==> src/rtl/cpu_pkg.sv <==
// cpu_pkg: shared types and constants for the core's pipeline stages.
package cpu_pkg;

    localparam int XLEN_DEFAULT = 32;

    // addi x0, x0, 0
    localparam logic [31:0] NOP_INST = 32'h0000_0013;

    typedef enum logic [2:0] {
        IDLE,
        REQ,
        WAIT,
        DONE,
        ERR
    } fetch_state_t;

    // Instruction fetches must be word aligned.
    function automatic logic is_misaligned(input logic [1:0] addr_lsb);
        return addr_lsb != 2'b00;
    endfunction

endpackage

==> src/rtl/fetch_unit_if.sv <==
// fetch_unit_if: instruction-memory read port (request/grant/response).
interface fetch_unit_if
    import cpu_pkg::*;
#(
    parameter int XLEN = XLEN_DEFAULT
) ();

    logic            imem_req;
    logic [XLEN-1:0] imem_addr;
    logic            imem_gnt;
    logic            imem_rvalid;
    logic [31:0]     imem_rdata;

    modport master (
        output imem_req,
        output imem_addr,
        input  imem_gnt,
        input  imem_rvalid,
        input  imem_rdata
    );

    modport slave (
        input  imem_req,
        input  imem_addr,
        output imem_gnt,
        output imem_rvalid,
        output imem_rdata
    );

endinterface

==> src/rtl/fetch_timeout.sv <==
// fetch_timeout: 8-bit cycle counter that flags the last cycle a fetch may
// spend waiting on memory.
module fetch_timeout
    import cpu_pkg::*;
#(
    parameter int unsigned TIMEOUT = 255
) (
    input  logic clk,
    input  logic reset_n,
    input  logic clear,
    input  logic enable,
    output logic expired
);

    localparam logic [7:0] LIMIT = 8'(TIMEOUT);

    logic [7:0] count;

    // Count cycles spent waiting on memory, restarting with each new fetch
    always_ff @(posedge clk or negedge reset_n) begin
        if (!reset_n) begin
            count <= 8'd0;
        end else if (clear) begin
            count <= 8'd0;
        end else if (enable) begin
            count <= count + 8'd1;
        end
    end

    // Asserted in the cycle whose closing edge brings the count to the limit,
    // so the abort lands exactly TIMEOUT cycles after the fetch began.
    assign expired = enable && ((count + 8'd1) == LIMIT);

endmodule

==> src/rtl/fetch_unit.sv <==
// fetch_unit: instruction fetch stage. Holds the PC, issues one memory read
// per fetch request and reports the fetched word, or a NOP on misalignment
// or memory timeout.
module fetch_unit
    import cpu_pkg::*;
#(
    parameter int              XLEN     = XLEN_DEFAULT,
    parameter logic [XLEN-1:0] RESET_PC = '0,
    parameter int unsigned     TIMEOUT  = 255
) (
    input  logic            clk,
    input  logic            reset_n,
    input  logic            fetch_start,
    input  logic            pc_wren,
    input  logic [XLEN-1:0] next_pc,
    fetch_unit_if.master    imem,
    output logic [XLEN-1:0] pc,
    output logic [31:0]     inst,
    output logic            inst_valid,
    output logic            fetch_done,
    output logic            fetch_err
);

    fetch_state_t    state;
    fetch_state_t    state_next;
    logic            start_ok;
    logic            misaligned;
    logic            expired;
    logic            busy_en;
    logic            returning;
    logic            accept_rsp;
    logic            enter_err;
    logic            abort_outstanding;
    logic            pending;
    logic            drop;
    logic [XLEN-1:0] pending_pc;
    logic [XLEN-1:0] fetch_addr;

    // A PC write in the same cycle as the fetch request is forwarded.
    assign fetch_addr = pc_wren ? next_pc : pc;
    assign start_ok   = fetch_start && (state == IDLE);
    assign misaligned = is_misaligned(fetch_addr[1:0]);
    assign busy_en    = (state == REQ) || (state == WAIT);
    assign returning  = (state == DONE) || (state == ERR);
    // A response owed to an aborted fetch must not be taken as ours.
    assign accept_rsp = (state == WAIT) && imem.imem_rvalid && !drop;
    assign enter_err  = (state != ERR) && (state_next == ERR);
    // Aborting after the memory accepted the request leaves a response in flight.
    assign abort_outstanding = ((state == WAIT) && (state_next == ERR)) ||
                               ((state == REQ) && expired && imem.imem_gnt);

    assign imem.imem_req = (state == REQ);
    assign fetch_done    = returning;

    fetch_timeout #(
        .TIMEOUT (TIMEOUT)
    ) u_timeout (
        .clk     (clk),
        .reset_n (reset_n),
        .clear   (start_ok),
        .enable  (busy_en),
        .expired (expired)
    );

    // FSM state register
    always_ff @(posedge clk or negedge reset_n) begin
        if (!reset_n) begin
            state <= IDLE;
        end else begin
            state <= state_next;
        end
    end

    // FSM next-state: memory data arriving in the final allowed cycle wins over the timeout
    always_comb begin
        state_next = state;
        case (state)
            IDLE: begin
                if (fetch_start) begin
                    state_next = misaligned ? ERR : REQ;
                end
            end
            REQ: begin
                if (expired) begin
                    state_next = ERR;
                end else if (imem.imem_gnt) begin
                    state_next = WAIT;
                end
            end
            WAIT: begin
                if (accept_rsp) begin
                    state_next = DONE;
                end else if (expired) begin
                    state_next = ERR;
                end
            end
            DONE, ERR: state_next = IDLE;
            default:   state_next = IDLE;
        endcase
    end

    // PC update: immediate when idle, deferred to the return to IDLE while busy
    always_ff @(posedge clk or negedge reset_n) begin
        if (!reset_n) begin
            pc         <= RESET_PC;
            pending    <= 1'b0;
            pending_pc <= RESET_PC;
        end else if (state == IDLE) begin
            if (pc_wren) begin
                pc <= next_pc;
            end
        end else if (returning) begin
            if (pc_wren) begin
                pc <= next_pc;
            end else if (pending) begin
                pc <= pending_pc;
            end
            pending <= 1'b0;
        end else if (pc_wren) begin
            pending    <= 1'b1;
            pending_pc <= next_pc;
        end
    end

    // Latch the fetch address and record each fetch's outcome for the IF/ID register
    always_ff @(posedge clk or negedge reset_n) begin
        if (!reset_n) begin
            imem.imem_addr <= RESET_PC;
            inst           <= NOP_INST;
            inst_valid     <= 1'b0;
            fetch_err      <= 1'b0;
        end else begin
            if (start_ok) begin
                imem.imem_addr <= fetch_addr;
                inst_valid     <= 1'b0;
                fetch_err      <= 1'b0;
            end
            if (accept_rsp) begin
                inst       <= imem.imem_rdata;
                inst_valid <= 1'b1;
            end
            if (enter_err) begin
                inst       <= NOP_INST;
                inst_valid <= 1'b1;
                fetch_err  <= 1'b1;
            end
        end
    end

    // Track a response still owed to an aborted fetch until it arrives
    always_ff @(posedge clk or negedge reset_n) begin
        if (!reset_n) begin
            drop <= 1'b0;
        end else if (abort_outstanding) begin
            drop <= 1'b1;
        end else if (imem.imem_rvalid) begin
            drop <= 1'b0;
        end
    end

endmodule

==> src/flat_wrapper.sv <==
// flat-port wrapper written by rule: the top's interface ports become plain ports
module fetch_unit_flat import cpu_pkg::*;
#(
    parameter int              XLEN     = XLEN_DEFAULT,
    parameter logic [XLEN-1:0] RESET_PC = '0,
    parameter int unsigned     TIMEOUT  = 255
)
  (clk, reset_n, fetch_start, pc_wren, next_pc, pc, inst, inst_valid, fetch_done, fetch_err, imem_imem_req, imem_imem_addr, imem_imem_gnt, imem_imem_rvalid, imem_imem_rdata);
  fetch_unit_if #(.XLEN(XLEN)) imem_i ();
  input  logic clk;
  input  logic reset_n;
  input  logic fetch_start;
  input  logic pc_wren;
  input  logic [XLEN-1:0] next_pc;
  output logic [XLEN-1:0] pc;
  output logic [31:0] inst;
  output logic inst_valid;
  output logic fetch_done;
  output logic fetch_err;
  output wire logic [$bits(imem_i.imem_req)-1:0] imem_imem_req;
  output wire logic [$bits(imem_i.imem_addr)-1:0] imem_imem_addr;
  input wire logic [$bits(imem_i.imem_gnt)-1:0] imem_imem_gnt;
  input wire logic [$bits(imem_i.imem_rvalid)-1:0] imem_imem_rvalid;
  input wire logic [$bits(imem_i.imem_rdata)-1:0] imem_imem_rdata;
  assign imem_imem_req = imem_i.imem_req;
  assign imem_imem_addr = imem_i.imem_addr;
  assign imem_i.imem_gnt = imem_imem_gnt;
  assign imem_i.imem_rvalid = imem_imem_rvalid;
  assign imem_i.imem_rdata = imem_imem_rdata;
  fetch_unit #(.XLEN(XLEN), .RESET_PC(RESET_PC), .TIMEOUT(TIMEOUT)) u_core (.clk(clk), .reset_n(reset_n), .fetch_start(fetch_start), .pc_wren(pc_wren), .next_pc(next_pc), .imem(imem_i), .pc(pc), .inst(inst), .inst_valid(inst_valid), .fetch_done(fetch_done), .fetch_err(fetch_err));
endmodule
==> config.mk <==
export PLATFORM = sky130hd
export DESIGN_NAME = fetch_unit_flat
export DESIGN_NICKNAME = d
export VERILOG_FILES = /design/src/rtl/cpu_pkg.sv /design/src/rtl/fetch_unit_if.sv /design/src/rtl/fetch_timeout.sv /design/src/rtl/fetch_unit.sv /design/src/flat_wrapper.sv
export SDC_FILE = /design/constraint.sdc
export NUM_CORES = 1
export LEC_CHECK = 0
export ABC_CLOCK_PERIOD_IN_PS = 2000
export CORE_AREA = 2 2 120 122
export DETAILED_ROUTE_END_ITERATION = 8
export DIE_AREA = 0 0 122 124
export PLACE_DENSITY = 0.8
export SKIP_LAST_GASP = 1
export SYNTH_ARGS = -nofsm -noshare
export SYNTH_HDL_FRONTEND = slang
export SYNTH_SLANG_ARGS = --single-unit
==> constraint.sdc <==
create_clock -name clk -period 2 [get_ports clk]
set_input_delay 0.2 -clock clk [delete_from_list [all_inputs] [get_ports clk]]
set_output_delay 0.2 -clock clk [all_outputs]
set_load 0.005 [all_outputs]
==> flow_summary.toml, run 1 <==
[synthesis]
synth_compound_area_frac = 0.176
yosysTopAreaCellShare = 0.517
netlist_area_mm2 = 0.00678
synth_top_area_cell = "dfrtp_1"
synth_ff_type = "dfrtp_1"
synthAdderAreaFrac = 0.00369
netlist_instances = 616
synth_cell_type_count = 57
async_reset_ff_frac = 1.00
synth_top_family_by_area = "compound AO/OA/AOI/OAI gates"
synth_nets = 688
synth.area.top_cells = "dfrtp_1 52%, mux2i_1 8.9%, a211oi_1 7.2%"
synthSimpleGateAreaFrac = 0.104
syn_area_per_cell_um2 = 11.0
synth_edf_count = 0
synth_seq_cells = 143
seq_area_frac_synth = 0.528
synth.area.mux_share = 0.143
synth-xor-area-share = 0.00388
yosys_warnings = 0

[final_layout]
nFillCells = 1007
layout-drive-gt1-share = 0.138
nNetsFinal = 859
area_delta_synth_final_pct = 38.8
final_cell_count_no_fill = 980
antenna_cells = 0

[critical_path]
cp.arrival_ps = 2250
start_kind = "flip-flop"
crit_path_end_kind = "flip-flop"
critPathKind = "flip-flop to flip-flop"
worstPathRequired_ps = 2300
reg2reg_depth = 6
critPathMaxFanout = 20

[global_routing]
use_met1 = 0.314
antenna_found_initial = 0
gr-usage-met3 = 0.0737
first_global_vias = 5777
grt_max_degree = 48
gr-usage-met2 = 0.417
grt_pass1_wl_mm = 29.5
grt-ovfl-total = 0
grtUsageTotal = 0.252
grt_most_used_layer = "met2"

[clocking]
cts-root-buf = "clkbuf_16"
cts_tree = "done"
clk_latency_ps = 420
clkTransAtPathRegs_ps = 60
h-tree-depth = 4
clock_sinks = 143
clk_path_buf_depth = 2
cts-buffers-inserted = 17

[sta]
rsz0062_at_grt = "no"
min_period_ps = 1950
clock_skew_ps = 5.72
drv_slew = 0
finalCritPeriodShare = 0.974
slew_headroom = 0.634
worst_pin_slew_ps = 547
fmax_mhz = 513
setup_viol = 0
setup_tns_ps = 0
hold_viol = 0

[routing]
ant_nets = 0
wire_per_inst_um = 18.9
vias = 5769
drc = 0
dr.pass1.iters = 5
vias_per_cell = 5.89
drt_iter0_drc = 494
routed_wirelength_mm = 18.6

[pwr]
p_leak_nw = 3.86
p_per_area_mw_per_mm2 = 1510
ir_drop_mv = 0.736

[floorplan]
pin_count = 170
floorplan.die_area_mm2 = 0.0151
die_w_um = 122
rows = 43
coreArea_mm2 = 0.0137
initial_core_util = 0.494
die_h_um = 124

[placement]
place_congestion = 0.836
hpwl_mm = 12.5
placedCellCount = 943
port-buffer-count = 169

[run]
drv_cap = 0

[worst_hold_path]
hold_path_class = "primary input to async pin"

[status]
status = "finished clean"
final cells by class:
| cell class | count | area (µm²) | share of cell area |
|---|---|---|---|
| Sequential cell | 143 | 3590 | 0.381 |
| Multi-Input combinational cell | 417 | 2940 | 0.312 |
| Timing Repair Buffer | 202 | 2060 | 0.219 |
| Clock buffer | 21 | 450 | 0.0479 |
| Tap cell | 180 | 225 | 0.0239 |
| Clock inverter | 11 | 116 | 0.0124 |
| Inverter | 6 | 25.0 | 0.00266 |
synth_stat cells (2+ instances only):
| cell type | n |
|---|---|
| xor2_1 | 2 |
| mux2_2 | 27 |
| mux2_1 | 6 |
| inv_1 | 5 |
| a21oi_2 | 2 |
| nor3_1 | 35 |
| and3_1 | 3 |
| o211ai_1 | 2 |
| buf_6 | 2 |
| nand4_1 | 3 |
| o22ai_1 | 34 |
| buf_2 | 28 |
| o21a_1 | 4 |
| nand2_1 | 41 |
| clkbuf_1 | 14 |
| and2_1 | 3 |
| dfstp_2 | 3 |
| buf_4 | 4 |
| a21o_1 | 6 |
| buf_1 | 2 |
| nand3_1 | 6 |
| ha_1 | 2 |
| dfrtp_1 | 140 |
| a211oi_1 | 65 |
| a21oi_1 | 8 |
| nor2_1 | 37 |
| o21ai_0 | 42 |
| mux2i_1 | 60 |
| o31ai_1 | 2 |
power breakdown:
group          internal (mW)  leakage, nW  total, mW  switching (mW)
combinational           3.31         1.87       6.14            2.84
clock                   1.86        0.273       3.03            1.18
sequential              4.14         1.72       5.04           0.895
cell families after synthesis:
| kind of cell | Yosys count |
|---|---|
| AND/OR/NAND/NOR | 142 |
| AO/OA/AOI/OAI | 177 |
| adder cells (fa/ha/maj) | 2 |
| flip-flops | 143 |
| XOR/XNOR | 3 |
| buffers and inverters | 56 |
| multiplexers | 93 |
through the flow:
| stage | worst slack (ps) | hold slack, ps | power, mW | util | cell area, µm² |
|---|---|---|---|---|---|
| after floorplan | 221 | -95.6 | 8.05 | - | 6780 |
| after detailed placement | 45.3 | 166 | 11.1 | 0.641 | 8790 |
| after CTS | 4.18 | 266 | 14.3 | 0.685 | 9400 |
| final | 52.2 | 285 | 14.2 | 0.686 | 9410 |
| after global routing | 1.03 | 312 | 15.1 | 0.686 | 9410 |
| after global placement | 104 | 163 | 10.8 | 0.641 | 8790 |
layout by cell type (no fill, tap or decap), drive strengths merged, types with 4 or more instances in the layout:
cell	instances
a21oi	10
dfrtp	140
nand3	6
mux2i	60
a211oi	66
nor2	39
inv	5
buf	34
clkdlybuf4s50	165
nand2	41
clkinv	7
clkbuf	21
a21o	6
o21a	4
o21ai	43
mux2	33
o22ai	34
nor3	35
flip-flops by register name (all words and copies together), names as in the netlist:
register	cells
u_core.pending_pc	32
u_core.fetch_err	1
u_core.imem.imem_addr	32
u_core.state	3
u_core.drop	1
u_core.pending	1
u_core.pc	32
u_core.inst_valid	1
u_core.inst	32
u_core.u_timeout.count	8
per-layer routing:
layer  vias to the layer above  share of wire
li1                       2634              -
met1                      2842           0.42
met2                       266           0.48
met3                        27          0.085
met4                         0          0.015
met5                         -              0
final timing paths:
kind	start	slack (ps)	end
worst max register to register	u_core.state[1]$_DFF_PN0_	50	u_core.pc[19]$_DFFE_PN0P_
worst min register to register	u_core.imem.imem_addr[13]$_DFFE_PN0P_	480	u_core.imem.imem_addr[13]$_DFFE_PN0P_
worst max-delay path	u_core.state[1]$_DFF_PN0_	50	u_core.pc[19]$_DFFE_PN0P_
worst min-delay path	reset_n	290	u_core.imem.imem_addr[23]$_DFFE_PN0P_
min in group clk	pc_wren	290	u_core.state[0]$_DFF_PN0_
max in group asynchronous	reset_n	1040	u_core.imem.imem_addr[8]$_DFFE_PN0P_
worst max-delay path, cell delays in order, from the launching register on:
cell      delay (ps)
dfrtp_2          420
buf_4            160
nand3b_1         170
a21o_1           480
buf_12           230
nor2_1            60
a211oi_1         300
what timing repair did:
action,CTS,global route
hold endpoints to repair,44,0
endpoints found under the setup margin,2,23
pin swaps,0,2
hold buffers,1,0
gates resized for setup,5,3
buffers inserted,4,0
(Power assumes the default switching activity.)
==> inputs of run 2 (changes only) <==
--- a/config.mk
+++ b/config.mk
@@ -9,7 +9,8 @@
 export CORE_AREA = 2 2 120 122
 export DETAILED_ROUTE_END_ITERATION = 8
 export DIE_AREA = 0 0 122 124
-export PLACE_DENSITY = 0.8
+export HOLD_SLACK_MARGIN = 0.05
+export PLACE_DENSITY = 0.88
 export SKIP_LAST_GASP = 1
 export SYNTH_ARGS = -nofsm -noshare
 export SYNTH_HDL_FRONTEND = slang
==> run 2 against run 1 <==
Against the previous run: sequential power increased by 1%; register-to-register slack about the same; largest cell class unchanged; via count rose by 2.7%; critical path type unchanged; highest routed layer unchanged; clock-buffer cell count rose by 2.
==> flow_summary.toml, run 2 (synthesis results as in run 1) <==
[final_layout]
final_cell_count_no_fill = 985
multi_input_area_mm2 = 0.00297
layout_common_cells = "165 x clkdlybuf4s50_1, 135 x dfrtp_1, 64 x a211oi_1, 60 x mux2i_1, 42 x o21ai_0"
nNetsFinal = 864
layout-drive-gt1-share = 0.150
utilization = 0.695
antenna_cells = 0
area_delta_synth_final_pct = 40.7
nFillCells = 965
final_common_cell = "clkdlybuf4s50_1"
regArea_mm2 = 0.00359

[pwr]
p_per_area_mw_per_mm2 = 1550
p_leak_nw = 3.91
ir_drop_mv = 0.654

[clocking]
cts-buffers-inserted = 17
h-tree-depth = 4
cts_tree = "done"
cts-root-buf = "clkbuf_16"
clkTransAtPathRegs_ps = 60
clock_sinks = 143
clk_latency_ps = 420
clk_path_buf_depth = 2

[global_routing]
grt_max_degree = 61
gr-usage-met3 = 0.0820
first_global_vias = 6342
grt_most_used_layer = "met2"
grtUsageTotal = 0.267
use_met1 = 0.306
gr-usage-met2 = 0.466
grt_pass1_wl_mm = 31.3
grt-ovfl-total = 0
antenna_found_initial = 0

[routing]
drt_iter0_drc = 539
wire_per_inst_um = 20.0
ant_nets = 0
drc = 0
routed_wirelength_mm = 19.7
vias_per_cell = 6.02
dr.pass1.iters = 6
vias = 5927

[floorplan]
floorplan.die_area_mm2 = 0.0151
pin_count = 170
initial_core_util = 0.494
rows = 43
die_w_um = 122
coreArea_mm2 = 0.0137
die_h_um = 124

[worst_hold_path]
hold_path_class = "primary input to flip-flop"
hold_path_end = "u_core.imem.imem_addr[10]$_DFFE_PN0P_"
hold_depth = 3
hold_start = "pc_wren"

[placement]
placedCellCount = 944
place_congestion = 0.868
hpwl_mm = 12.7
port-buffer-count = 169

[critical_path]
crit_chain = "buf_4, buf_4, nand4bb_4, nor2_8, buf_12, mux2i_1, a211oi_1"
r2r-end = "u_core.inst[23]$_DFFE_PN0P_"
critPathMaxFanout = 31
cp.depth = 7
worst-r2r-setup-slack_ps = 60
startpoint = "u_core.state[0]$_DFF_PN0_"
worstPathRequired_ps = 2320
crit_family = "buffers and inverters"
crit_path_end_kind = "flip-flop"
cp_num_buf_inv = 3
cpMaxStageDelayCell = "dfrtp_2"
crit_path_frequent_cell = "buf_4"
start_kind = "flip-flop"
cp.arrival_ps = 2250
reg2reg_depth = 7
r2r-start = "u_core.state[0]$_DFF_PN0_"
critPathKind = "flip-flop to flip-flop"
max_stage_delay_ps = 430

[sta]
fmax_mhz = 516
rsz0062_at_grt = "yes"
slew_headroom = 0.612
whs_ps = 258
hold_viol = 0
finalCritPeriodShare = 0.968
setup_viol = 0
worst_pin_slew_ps = 577
setup_tns_ps = 0
drv_slew = 0
min_period_ps = 1940
clock_skew_ps = 6.12

[status]
status = "finished clean"

[run]
drv_cap = 0
[run 2: worst max-delay path by stage]
stage	slack [ps]	endpoint
after global routing	-20	u_core.inst[23]$_DFFE_PN0P_
after floorplan	220	u_core.inst[10]$_DFFE_PN0P_
final	60	u_core.inst[23]$_DFFE_PN0P_
after CTS	20	u_core.inst[23]$_DFFE_PN0P_
after detailed placement	20	u_core.inst[11]$_DFFE_PN0P_
after global placement	110	u_core.inst_valid$_DFFE_PN0P_
[run 2: layer usage]
| metal | vias up | share of wire |
|---|---|---|
| met5 | - | 0 |
| met4 | 0 | 0.021 |
| met3 | 37 | 0.082 |
| met2 | 283 | 0.50 |
| met1 | 2964 | 0.39 |
| li1 | 2643 | - |
[run 2: metrics by stage]
step	cell area [µm²]	worst slack, ps	power (mW)
5_1_grt	9540	-24.9	15.6
3_3_place_gp	8810	106	10.8
3_5_place_dp	8810	24.0	11.2
4_1_cts	9490	17.9	14.7
2_1_floorplan	6780	221	8.05
6_report	9540	63.3	14.7
[run 2: worst reg2reg max path, delay by kind of cell (launching register included)]
family	cells	cell delay, ps
and+or+nand+nor	2	460
AOI/OAI and AO/OA	1	230
DFF	1	430
buffers and inverters	3	560
muxes	1	150
[run 2: area by class of cell]
type	count	area share
flip-flops and latches	143	0.376
multi-input cells	417	0.311
repair buffers	207	0.222
clock buffers	23	0.0512
well taps	180	0.0236
clock inverters	9	0.0136
inverters	6	0.00236
[run 2: where the power goes]
part	internal, mW	switching [mW]
clock	2.09	1.21
combinational	3.39	2.95
sequential	4.15	0.945
total	9.63	5.10
[run 2: what timing repair did]
action                                  in CTS  in global routing
endpoints found under the setup margin       2                 34
hold buffers                                 1                  0
endpoints found under the hold margin       48                  0
resized for setup                            6                  8
pin swaps                                    0                  2
setup buffers                                7                  1
gates cloned                                 0                  0
==> inputs of run 3 (changes only) <==
--- a/config.mk
+++ b/config.mk
@@ -5,12 +5,11 @@
 export SDC_FILE = /design/constraint.sdc
 export NUM_CORES = 1
 export LEC_CHECK = 0
-export ABC_CLOCK_PERIOD_IN_PS = 2000
-export CORE_AREA = 2 2 120 122
+export ABC_CLOCK_PERIOD_IN_PS = 2200
+export CORE_AREA = 2 2 145 147
 export DETAILED_ROUTE_END_ITERATION = 8
-export DIE_AREA = 0 0 122 124
+export DIE_AREA = 0 0 147 149
 export HOLD_SLACK_MARGIN = 0.05
-export PLACE_DENSITY = 0.88
 export SKIP_LAST_GASP = 1
 export SYNTH_ARGS = -nofsm -noshare
 export SYNTH_HDL_FRONTEND = slang
==> constraint.sdc (replaced) <==
create_clock -name clk -period 2.2 [get_ports clk]
set_input_delay 0.22 -clock clk [delete_from_list [all_inputs] [get_ports clk]]
set_output_delay 0.22 -clock clk [all_outputs]
set_load 0.005 [all_outputs]
==> run 3 against run 2 <==
Against the previous run: critical path depth decreased by 4; first-iteration DRC count decreased by 46%; critical path type is now flip-flop to primary output; sequential power decreased by 11%; largest cell class unchanged; sequential cell count unchanged; clock power decreased by 14%; cell count increased by 9.1%; die area increased by 45%; critical endpoint is now fetch_done; clock skew increased by 4.5 ps; clock-buffer cell count decreased by 4; via count decreased by 6.2%; routed wire length decreased by 3.8%.
==> flow_summary.toml, run 3 (synthesis results as in run 1) <==
[routing]
drt_iter0_drc = 289
ant_nets = 0
dr.pass1.iters = 6
drc = 0
routed_wirelength_mm = 18.9
vias_per_cell = 5.17
vias = 5558
wire_per_inst_um = 17.6

[placement]
hpwl_mm = 12.5
pre_cts_slack_ps = 255
port-buffer-count = 169
place_congestion = 0.790
placedCellCount = 1037
postPlaceCellArea_mm2 = 0.00889

[sta]
worst_pin_slew_ps = 557
setup_tns_ps = 0
slew_headroom = 0.627
rsz0062_at_grt = "no"
drv_slew = 0
min_period_ps = 2100
fmax_mhz = 477
hold_viol = 0
setup_ws_ps = 102
finalCritPeriodShare = 0.954
setup_viol = 0
clock_skew_ps = 10.6
whs_ps = 286

[global_routing]
grt_most_used_layer = "met2"
grt_max_degree = 46
gr-usage-met2 = 0.275
use_met1 = 0.232
first_global_vias = 5585
grt-ovfl-total = 0
antenna_found_initial = 0
gr-usage-met3 = 0.0673
grt_pass1_wl_mm = 30.6
grtUsageTotal = 0.176

[floorplan]
die_w_um = 147
rows = 53
die_h_um = 149
initial_core_util = 0.330
pin_count = 170
coreArea_mm2 = 0.0206
floorplan.die_area_mm2 = 0.0219

[final_layout]
nFillCells = 1918
antenna_cells = 0
nNetsFinal = 859
final_cell_count_no_fill = 1075
final_common_cell = "clkdlybuf4s50_1"
utilization = 0.463
postLayoutCellArea_mm2 = 0.00952
layout-drive-gt1-share = 0.136
area_delta_synth_final_pct = 40.5
layout_common_cells = "167 x clkdlybuf4s50_1, 138 x dfrtp_1, 65 x a211oi_1, 60 x mux2i_1, 42 x o21ai_0"

[clocking]
clkTransAtPathRegs_ps = 60
clk_path_buf_depth = 2
h-tree-depth = 4
cts_tree = "done"
clock_sinks = 143
clk_latency_ps = 410
cts-buffers-inserted = 17
cts-root-buf = "clkbuf_16"

[pwr]
ir_drop_mv = 0.690
p_leak_nw = 3.83
total_power_mw = 12.9
p_per_area_mw_per_mm2 = 1360

[critical_path]
crit_family = "buffers and inverters"
cp.arrival_ps = 1880
cp.depth = 3
critPathKind = "flip-flop to primary output"
crit_path_end_kind = "primary output"
r2r-start = "u_core.state[1]$_DFF_PN0_"
cpMaxStageDelayCell = "clkdlybuf4s50_1"
reg2reg_depth = 7
cp_num_buf_inv = 1
crit_chain = "or3b_1, nand2_1, clkdlybuf4s50_1"
endpoint = "fetch_done"
worst-r2r-setup-slack_ps = 200
startpoint = "u_core.state[0]$_DFF_PN0_"
max_stage_delay_ps = 570
critPathMaxFanout = 6
r2r-end = "u_core.inst[6]$_DFFE_PN0P_"
worstPathRequired_ps = 1980
start_kind = "flip-flop"

[status]
status = "finished clean"

[run]
drv_cap = 0

[worst_hold_path]
hold_path_class = "primary input to async pin"
## run 3: cell count changes in the layout (fill, tap and decap cells not counted), moves of 2 or more
cell,previous run,this run
buf_12,11,9
buf_4,25,23
clkbuf_8,4,1
clkdlybuf4s50_1,165,167
clkinvlp_4,1,7
dfrtp_1,135,138
dfrtp_2,5,2
dlygate4sd2_1,2,0
## run 3: how the worst min path moves through the flow
stage                       start                               endpoint  slack (ps)  cells after the start
after floorplan           reset_n                u_core.drop$_DFFE_PN0P_         -80                      0
after global placement    reset_n  u_core.imem.imem_addr[23]$_DFFE_PN0P_         170                      1
after detailed placement  reset_n              u_core.pc[23]$_DFFE_PN0P_         180                      1
after CTS                 reset_n  u_core.u_timeout.count[7]$_DFFE_PN0P_         320                      2
after global routing      reset_n  u_core.imem.imem_addr[23]$_DFFE_PN0P_         330                      2
final                     reset_n  u_core.imem.imem_addr[23]$_DFFE_PN0P_         290                      2
## run 3: layout make-up
type	instances	area, µm²	area share
inverter	6	22.5	0.00236
multi-input combinational	417	2940	0.309
tap	275	344	0.0361
clock buffer	19	443	0.0465
sequential	143	3580	0.376
timing repair buffer	202	2050	0.215
clock inverter	13	140	0.0147
## run 3: what timing repair did
item / 4_1_cts / 5_1_grt
gates resized for setup: 2 / 0
gates cloned: 0 / 0
setup endpoints to repair: 1 / 1
endpoints found under the hold margin: 36 / 0
setup buffers: 3 / 2
hold buffers: 1 / 0
## run 3: per-layer routing
layer | up-vias | share of wire
li1 | 2639 | -
met1 | 2744 | 0.45
met2 | 166 | 0.45
met3 | 9 | 0.091
met4 | 0 | 0.0076
met5 | - | 0
## run 3: report_power, final
part / internal (mW) / total [mW] / switching (mW) / leakage, nW
sequential: 3.76 / 4.54 / 0.782 / 1.72
combinational: 2.99 / 5.54 / 2.54 / 1.85
clock: 1.70 / 2.84 / 1.14 / 0.264
